<file path="src/rtl/mem_arbiter_pkg.sv">
// mem_arbiter_pkg: shared state encoding, length codes and index-width helper
// for the memory-port arbiter.
package mem_arbiter_pkg;

   typedef enum logic [1:0] {
      MEM_ARB_IDLE = 2'd0,
      MEM_ARB_BUSY = 2'd1,
      MEM_ARB_RESP = 2'd2
   } arb_state_t;

   // Default access-length codes carried on *_len / m_len
   localparam logic [1:0] LEN_BYTE = 2'd0;
   localparam logic [1:0] LEN_HALF = 2'd1;
   localparam logic [1:0] LEN_WORD = 2'd2;

   // Width of an index into n requesters (at least one bit)
   function automatic int idx_w(input int n);
      return (n > 1) ? $clog2(n) : 1;
   endfunction

endpackage

</file>
<file path="src/rtl/mem_arbiter_rr_picker.sv">
// mem_arbiter_rr_picker: combinational round-robin picker. Returns the first
// requester at or after i_ptr (cyclic) as a one-hot grant plus its index.
module mem_arbiter_rr_picker #(
   parameter int N  = 3,
   parameter int IW = 2
) (
   input  logic [N-1:0]  i_req,
   input  logic [IW-1:0] i_ptr,
   output logic [N-1:0]  o_gnt,
   output logic [IW-1:0] o_idx,
   output logic          o_any
);

   // Scan N positions starting at the pointer, first hit wins
   always_comb begin
      int j;
      j     = 0;
      o_gnt = '0;
      o_idx = '0;
      o_any = 1'b0;
      for (int k = 0; k < N; k++) begin
         j = int'(i_ptr) + k;
         if (j >= N) j = j - N;
         if (!o_any && i_req[j]) begin
            o_any    = 1'b1;
            o_gnt[j] = 1'b1;
            o_idx    = IW'(j);
         end
      end
   end

endmodule

</file>
<file path="src/rtl/mem_arbiter.sv">
// mem_arbiter: round-robin arbiter from R_PORT read and W_PORT write requesters
// onto a single memory port. Reads occupy indices 0..R_PORT-1, writes follow.
// Optional build macro MEM_ARB_WR_PRIO_EN: pending writes beat all reads.
module mem_arbiter
   import mem_arbiter_pkg::*;
#(
   parameter int R_PORT = 2,
   parameter int W_PORT = 1,
   parameter int ADDR_W = 32,
   parameter int DATA_W = 32,
   parameter int LEN_W  = 2,
   localparam int WP    = (W_PORT > 0) ? W_PORT : 1
) (
   input  logic                     clk,
   input  logic                     rst,
   input  logic [R_PORT-1:0]        co_re,
   input  logic [R_PORT*ADDR_W-1:0] co_raddr,
   input  logic [R_PORT*LEN_W-1:0]  co_rlen,
   output logic [R_PORT*DATA_W-1:0] co_rdata,
   output logic [R_PORT-1:0]        co_rack,
   input  logic [WP-1:0]            co_we,
   input  logic [WP*ADDR_W-1:0]     co_waddr,
   input  logic [WP*LEN_W-1:0]      co_wlen,
   input  logic [WP*DATA_W-1:0]     co_wdata,
   output logic [WP-1:0]            co_wack,
   output logic                     m_re,
   output logic                     m_we,
   output logic [ADDR_W-1:0]        m_addr,
   output logic [LEN_W-1:0]         m_len,
   output logic [DATA_W-1:0]        m_wdata,
   input  logic [DATA_W-1:0]        m_rdata,
   input  logic                     m_ack
);

   localparam int N  = R_PORT + W_PORT;
   localparam int IW = idx_w(N);

   arb_state_t                r_state, w_state_nxt;
   logic [IW-1:0]             r_ptr, r_win;
   logic                      r_is_wr, r_re, r_we;
   logic [ADDR_W-1:0]         r_addr;
   logic [LEN_W-1:0]          r_len;
   logic [DATA_W-1:0]         r_wdata;
   logic [R_PORT*DATA_W-1:0]  r_rdata;
   logic [R_PORT-1:0]         r_rack;
   logic [WP-1:0]             r_wack;

   logic [N-1:0]              w_req, w_gnt;
   logic [IW-1:0]             w_win;
   logic                      w_any, w_is_wr;
   logic [ADDR_W-1:0]         w_sel_addr;
   logic [LEN_W-1:0]          w_sel_len;
   logic [DATA_W-1:0]         w_sel_wdata;

   generate
      if (W_PORT > 0) begin : g_req_wr
         assign w_req = {co_we, co_re};
      end else begin : g_req_rd
         assign w_req = co_re;
      end
   endgenerate

`ifdef MEM_ARB_WR_PRIO_EN
   // Reads and writes picked separately; any write request wins the slot.
   // Each picker starts at rr_ptr when it points into its own group.
   logic [R_PORT-1:0] w_rgnt;
   logic [IW-1:0]     w_ridx, w_rptr;
   logic              w_rany;

   assign w_rptr = (int'(r_ptr) < R_PORT) ? r_ptr : '0;

   mem_arbiter_rr_picker #(.N(R_PORT), .IW(IW)) u_rd_pick (
      .i_req (w_req[R_PORT-1:0]),
      .i_ptr (w_rptr),
      .o_gnt (w_rgnt),
      .o_idx (w_ridx),
      .o_any (w_rany)
   );

   generate
      if (W_PORT > 0) begin : g_wr_pick
         logic [W_PORT-1:0] w_wgnt;
         logic [IW-1:0]     w_widx, w_wptr;
         logic              w_wany;

         assign w_wptr = (int'(r_ptr) >= R_PORT) ? IW'(int'(r_ptr) - R_PORT) : '0;

         mem_arbiter_rr_picker #(.N(W_PORT), .IW(IW)) u_wr_pick (
            .i_req (w_req[N-1:R_PORT]),
            .i_ptr (w_wptr),
            .o_gnt (w_wgnt),
            .o_idx (w_widx),
            .o_any (w_wany)
         );

         assign w_any   = w_wany | w_rany;
         assign w_is_wr = w_wany;
         assign w_gnt   = w_wany ? {w_wgnt, {R_PORT{1'b0}}} : {{W_PORT{1'b0}}, w_rgnt};
         assign w_win   = w_wany ? IW'(int'(w_widx) + R_PORT) : w_ridx;
      end else begin : g_no_wr_pick
         assign w_any   = w_rany;
         assign w_is_wr = 1'b0;
         assign w_gnt   = w_rgnt;
         assign w_win   = w_ridx;
      end
   endgenerate
`else
   // Single round-robin over all requesters
   mem_arbiter_rr_picker #(.N(N), .IW(IW)) u_pick (
      .i_req (w_req),
      .i_ptr (r_ptr),
      .o_gnt (w_gnt),
      .o_idx (w_win),
      .o_any (w_any)
   );
   assign w_is_wr = (int'(w_win) >= R_PORT);
`endif

   // Route the granted requester's address, length and write data
   always_comb begin
      w_sel_addr  = '0;
      w_sel_len   = '0;
      w_sel_wdata = '0;
      for (int i = 0; i < R_PORT; i++) begin
         if (w_gnt[i]) begin
            w_sel_addr = co_raddr[i*ADDR_W +: ADDR_W];
            w_sel_len  = co_rlen[i*LEN_W +: LEN_W];
         end
      end
      for (int i = 0; i < W_PORT; i++) begin
         if (w_gnt[R_PORT+i]) begin
            w_sel_addr  = co_waddr[i*ADDR_W +: ADDR_W];
            w_sel_len   = co_wlen[i*LEN_W +: LEN_W];
            w_sel_wdata = co_wdata[i*DATA_W +: DATA_W];
         end
      end
   end

   // State register
   always_ff @(posedge clk or negedge rst) begin
      if (!rst) r_state <= MEM_ARB_IDLE;
      else      r_state <= w_state_nxt;
   end

   // Next state: issue on any request, wait for memory, one dead cycle
   always_comb begin
      w_state_nxt = r_state;
      case (r_state)
         MEM_ARB_IDLE: if (w_any) w_state_nxt = MEM_ARB_BUSY;
         MEM_ARB_BUSY: if (m_ack) w_state_nxt = MEM_ARB_RESP;
         MEM_ARB_RESP: w_state_nxt = MEM_ARB_IDLE;
         default:      w_state_nxt = MEM_ARB_IDLE;
      endcase
   end

   // Memory-side registers, read data return, acks and rr pointer
   always_ff @(posedge clk or negedge rst) begin
      if (!rst) begin
         r_ptr   <= '0;
         r_win   <= '0;
         r_is_wr <= 1'b0;
         r_re    <= 1'b0;
         r_we    <= 1'b0;
         r_addr  <= '0;
         r_len   <= '0;
         r_wdata <= '0;
         r_rdata <= '0;
         r_rack  <= '0;
         r_wack  <= '0;
      end else begin
         r_rack <= '0;
         r_wack <= '0;
         case (r_state)
            MEM_ARB_IDLE: begin
               if (w_any) begin
                  r_win   <= w_win;
                  r_is_wr <= w_is_wr;
                  r_re    <= !w_is_wr;
                  r_we    <= w_is_wr;
                  r_addr  <= w_sel_addr;
                  r_len   <= w_sel_len;
                  r_wdata <= w_sel_wdata;
               end
            end
            MEM_ARB_BUSY: begin
               if (m_ack) begin
                  r_re  <= 1'b0;
                  r_we  <= 1'b0;
                  r_ptr <= (int'(r_win) == N - 1) ? '0 : r_win + IW'(1);
                  for (int i = 0; i < R_PORT; i++) begin
                     if (!r_is_wr && int'(r_win) == i) begin
                        r_rdata[i*DATA_W +: DATA_W] <= m_rdata;
                        r_rack[i]                   <= 1'b1;
                     end
                  end
                  for (int i = 0; i < W_PORT; i++) begin
                     if (r_is_wr && int'(r_win) == R_PORT + i) r_wack[i] <= 1'b1;
                  end
               end
            end
            default: ;
         endcase
      end
   end

   assign m_re     = r_re;
   assign m_we     = r_we;
   assign m_addr   = r_addr;
   assign m_len    = r_len;
   assign m_wdata  = r_wdata;
   assign co_rdata = r_rdata;
   assign co_rack  = r_rack;
   assign co_wack  = r_wack;

endmodule

</file>
<file path="config.mk">
export PLATFORM = sky130hd
export DESIGN_NAME = mem_arbiter
export DESIGN_NICKNAME = d
export VERILOG_FILES = /design/src/rtl/mem_arbiter_pkg.sv /design/src/rtl/mem_arbiter_rr_picker.sv /design/src/rtl/mem_arbiter.sv
export SDC_FILE = /design/constraint.sdc
export NUM_CORES = 1
export LEC_CHECK = 0
export BUFFER_PORTS_ARGS = -buffer_cell sky130_fd_sc_hd__buf_2
export CAP_MARGIN = 20
export CORE_AREA = 4 4 132 134
export DETAILED_ROUTE_END_ITERATION = 12
export DIE_AREA = 0 0 136 138
export GPL_TIMING_DRIVEN = 0
export PLACE_DENSITY_LB_ADDON = 0.15
export SLEW_MARGIN = 20
export SYNTH_ARGS = -nofsm -noshare
export SYNTH_HDL_FRONTEND = slang
export SYNTH_SLANG_ARGS = --single-unit
</file>
<file path="constraint.sdc">
create_clock -name clk -period 2.4 [get_ports clk]
set_clock_uncertainty 0.05 [all_clocks]
set_input_delay 0.48 -clock clk [delete_from_list [all_inputs] [get_ports clk]]
set_output_delay 0.48 -clock clk [all_outputs]
set_load 0.1 [all_outputs]
</file>
==> insert_results.sql <==
INSERT INTO impl_metrics (metric_group, metric, value, unit) VALUES
('critical_path', 'timing.rr.end', 'm_addr[17]', ''),
('worst_hold_path', 'timing.hold.worst_path_depth', '3', ''),
('critical_path', 'path_max_fanout', '10', ''),
('logic_synthesis', 'post_synth.cell_area_avg', '10.1', 'µm²'),
('logic_synthesis', 'number_of_register_bits_inferred_by_synthesis', '142', ''),
('timing', 'post-route-min-period', '2410', 'ps'),
('critical_path', 'start_kind', 'register', ''),
('timing', 'relSlewSlack', '0.600', ''),
('placed_design', 'post-place-ws', '-376', 'ps'),
('critical_path', 'crit_path_end', 'm_addr[17]', ''),
('timing', 'final_hold_viol_count', '0', ''),
('detailed_routing', 'drt-total-wl', '23100', 'µm'),
('timing', 'report.final.setup_viol', '3', ''),
('global_route', 'grt_pass1_wl', '34900', 'µm'),
('detailed_routing', 'drtPass1Iterations', '6', ''),
('global_route', 'grt_use_total', '0.233', ''),
('run_status', 'violated_checks', 'negative setup slack', ''),
('critical_path', 'type_of_the_worst_setup_path', 'reg -> reg', ''),
('clock_network', 'cts_max_level', '4', ''),
('logic_synthesis', 'postSynthNetCount', '855', ''),
('die', 'design.core.area', '16300', 'µm²'),
('run_status', 'run_status', 'finished with violations', ''),
('flow_run', 'max-cap-violations', '0', ''),
('detailed_routing', 'drc', '0', ''),
('critical_path', 'cp.required', '2660', 'ps'),
('logic_synthesis', 'asyncSetResetFlopFracSynth', '1.00', ''),
('clock_network', 'cts_tree', 'yes', ''),
('placed_design', 'sum_of_net_half_perimeters_after_detailed_placement', '16100', 'µm'),
('detailed_routing', 'antenna_left', '0', ''),
('clock_network', 'cts.root.buffer_cell', 'sky130_fd_sc_hd__clkbuf_16', ''),
('critical_path', 'worstRegToRegCells', '11', ''),
('clock_network', 'clock_tree.buffer_depth', '2', ''),
('global_route', 'first_global_vias', '6548', ''),
('timing', 'min_period_over_period', '1.00', ''),
('logic_synthesis', 'yosys_warnings', '0', ''),
('clock_network', 'worst_setup_hold_path_clk_slew', '70', 'ps'),
('timing', 'whs', '210', 'ps'),
('timing', 'worst_slack', '-6.99', 'ps'),
('logic_synthesis', 'synth_seq_area_share', '0.519', ''),
('critical_path', 'critPathArrivalTime', '2670', 'ps'),
('detailed_routing', 'drt-wirelength-per-cell', '18.1', 'µm'),
('logic_synthesis', 'synth-edff-count', '0', ''),
('detailed_routing', 'vias_per_cell', '5.30', ''),
('clock_network', 'clkSinkCount', '142', ''),
('global_route', 'antenna_violations_before_repair', '4', ''),
('critical_path', 'r2r-start', 'r_ptr[1]', ''),
('timing', 'max_clock_freq', '0.415', 'GHz'),
('clock_network', 'clock_insertion_delay_worst_skew', '420', 'ps'),
('die', 'die_height', '138', 'µm'),
('logic_synthesis', 'netlist_instances', '679', ''),
('placed_design', 'area_of_placed_instances', '8680', 'µm²'),
('placed_design', 'io_buffers', '305', ''),
('timing', 'max_slew_violation_count', '0', ''),
('logic_synthesis', 'synth.cell_area', '6840', 'µm²'),
('logic_synthesis', 'ys_types', '52', ''),
('worst_hold_path', 'hold_class', 'in -> reg', ''),
('die', 'die_area', '18800', 'µm²'),
('final_layout', 'final_core_utilization', '0.624', ''),
('timing', 'worst_slew_pin_slew', '600', 'ps'),
('detailed_routing', 'detail_route.iter0.violations', '348', ''),
('final_layout', 'final_nets', '1216', ''),
('clock_network', 'cts_inserted_buffers', '17', ''),
('final_layout', 'post_layout_inst_area', '10200', 'µm²'),
('critical_path', 'worst-r2r-setup-slack', '-7', 'ps'),
('detailed_routing', 'vias', '6762', ''),
('critical_path', 'timing.critical_path.from', 'r_ptr[1]', ''),
('final_layout', 'layout-drive-gt1-share', '0.488', ''),
('die', 'floorplan.die.width', '136', 'µm'),
('die', 'top_level_ports', '307', ''),
('global_route', 'gr-total-overflow', '0', ''),
('timing', 'rsz0062_at_grt', 'true', ''),
('die', 'rows', '47', ''),
('logic_synthesis', 'synthFlopType', 'sky130_fd_sc_hd__dfrtp_1', ''),
('final_layout', 'layout-area-overhead-vs-synth', '48.5', '%'),
('critical_path', 'critical_path.endpoint_type', 'register', ''),
('global_route', 'grt_start_max_net_pins', '78', ''),
('placed_design', 'routabilityCongestion', '0.848', ''),
('die', 'start_util', '0.420', '');
[registers in the layout, indices dropped and copies added (netlist names)]
signal    cells
r_is_wr       1
co_rdata     64
m_we          1
m_addr       32
r_win         2
r_state       2
m_re          1
m_wdata      32
co_wack       1
r_ptr         2
co_rack       2
m_len         2
[routing by layer]
metal  routed length, µm  vias up  track usage
li1                    -     3205            -
met1                9740     3240        0.317
met2               11100      267        0.365
met3                1730       46       0.0614
met4                 550        4       0.0695
met5                  27        -            0
[stage by stage]
step | TNS (ps) | std cells
2_1_floorplan | 0 | 679
3_3_place_gp | -199640 | 1204
3_5_place_dp | -14620 | 1205
4_1_cts | 0 | 1257
5_1_grt | -2880 | 1275
6_report | -13.1 | 1275
[timing repair]
| item | in CTS | in global routing |
|---|---|---|
| buffers inserted | 17 | 11 |
| endpoints found under the setup margin | 69 | 108 |
| gates cloned | 3 | 7 |
| pin swaps | 8 | 25 |
| hold buffers | 1 | 0 |
| hold endpoints to repair | 65 | 0 |
| gates resized for setup | 55 | 91 |
[cell usage in the layout (no fill, tap or decap), types with 2 or more instances in the layout]
master and instances:
sky130_fd_sc_hd__nand2b_1 3, sky130_fd_sc_hd__clkbuf_16 20, sky130_fd_sc_hd__o221a_2 23, sky130_fd_sc_hd__nand3_1 3, sky130_fd_sc_hd__ha_1 2, sky130_fd_sc_hd__ha_4 2, sky130_fd_sc_hd__a211oi_2 2, sky130_fd_sc_hd__clkinvlp_4 4
sky130_fd_sc_hd__a21o_1 2, sky130_fd_sc_hd__o221a_1 11, sky130_fd_sc_hd__o21ai_0 3, sky130_fd_sc_hd__buf_4 23, sky130_fd_sc_hd__buf_8 5, sky130_fd_sc_hd__or2_2 2, sky130_fd_sc_hd__inv_2 2, sky130_fd_sc_hd__nand2_1 199
sky130_fd_sc_hd__and3_1 2, sky130_fd_sc_hd__a22o_1 32, sky130_fd_sc_hd__inv_6 6, sky130_fd_sc_hd__diode_2 2, sky130_fd_sc_hd__nand3b_1 2, sky130_fd_sc_hd__inv_1 44, sky130_fd_sc_hd__o2111ai_2 34, sky130_fd_sc_hd__o211ai_1 34
sky130_fd_sc_hd__buf_6 27, sky130_fd_sc_hd__buf_12 3, sky130_fd_sc_hd__nor2_1 4, sky130_fd_sc_hd__o2111ai_1 35, sky130_fd_sc_hd__inv_8 2, sky130_fd_sc_hd__nor3b_4 3, sky130_fd_sc_hd__clkbuf_1 10, sky130_fd_sc_hd__dfrtp_1 141
sky130_fd_sc_hd__buf_2 313, sky130_fd_sc_hd__a21oi_4 2, sky130_fd_sc_hd__clkbuf_2 15
[cell families after synthesis]
family / after synthesis / synth area share
buffers and inverters: 106 / 0.0691
flip-flops: 142 / 0.519
adder cells (fa/ha/maj): 5 / 0.00896
AND/OR/NAND/NOR: 232 / 0.145
multiplexers: 2 / 0.00311
AO/OA/AOI/OAI: 192 / 0.255
[worst max-delay path: stages (launching register included)]
cell and delay [ps]:
sky130_fd_sc_hd__dfrtp_2 450, sky130_fd_sc_hd__ha_4 190, sky130_fd_sc_hd__buf_6 130, sky130_fd_sc_hd__nor3b_4 160, sky130_fd_sc_hd__a221oi_4 350, sky130_fd_sc_hd__buf_4 180
sky130_fd_sc_hd__nor3b_4 40, sky130_fd_sc_hd__buf_6 130, sky130_fd_sc_hd__buf_6 140, sky130_fd_sc_hd__o2111ai_1 180, sky130_fd_sc_hd__o2111ai_1 150, sky130_fd_sc_hd__o221a_2 150
[cell usage after synthesis (all sizes together) (3+ instances only)]
| cell type | n | share of area |
|---|---|---|
| o2111ai | 69 | 0.088 |
| dfrtp | 142 | 0.52 |
| nor3b | 3 | 0.0073 |
| o211ai | 34 | 0.037 |
| nand2 | 201 | 0.11 |
| o221a | 34 | 0.056 |
| inv | 46 | 0.025 |
| a211oi | 3 | 0.0048 |
| clkbuf | 23 | 0.013 |
| a22o | 32 | 0.041 |
| buf | 37 | 0.031 |
| o21ai | 4 | 0.0029 |
| nand2b | 3 | 0.0027 |
| a21oi | 3 | 0.0027 |
| nand3 | 3 | 0.0022 |
| ha | 4 | 0.0073 |
| nor2 | 5 | 0.0038 |
[area by class of cell]
class,instances,area (µm²)
plain buffers,57,433
flip-flops and latches,142,3550
diodes,2,5.00
repair buffers,345,1980
clock buffers,18,429
clock inverters,14,126
inverters,46,173
fillers,1417,6120
multi-input cells,431,3190
well taps,220,275
[how the worst min path moves through the flow]
| stage | to | slack (ps) | from |
|---|---|---|---|
| finish | co_rdata[15] | 210 | m_rdata[15] |
| global route | co_rdata[5] | 200 | m_rdata[5] |
| CTS | co_rdata[50] | 200 | m_rdata[18] |
| detailed placement | co_rdata[34] | 410 | co_rdata[34] |
| global placement | co_rdata[25] | 400 | co_rdata[25] |
| floorplan | co_rack[0] | 130 | rst |
Power is not shown: default switching activity piles up to over one toggle a cycle in this logic, so the estimate is an artifact.
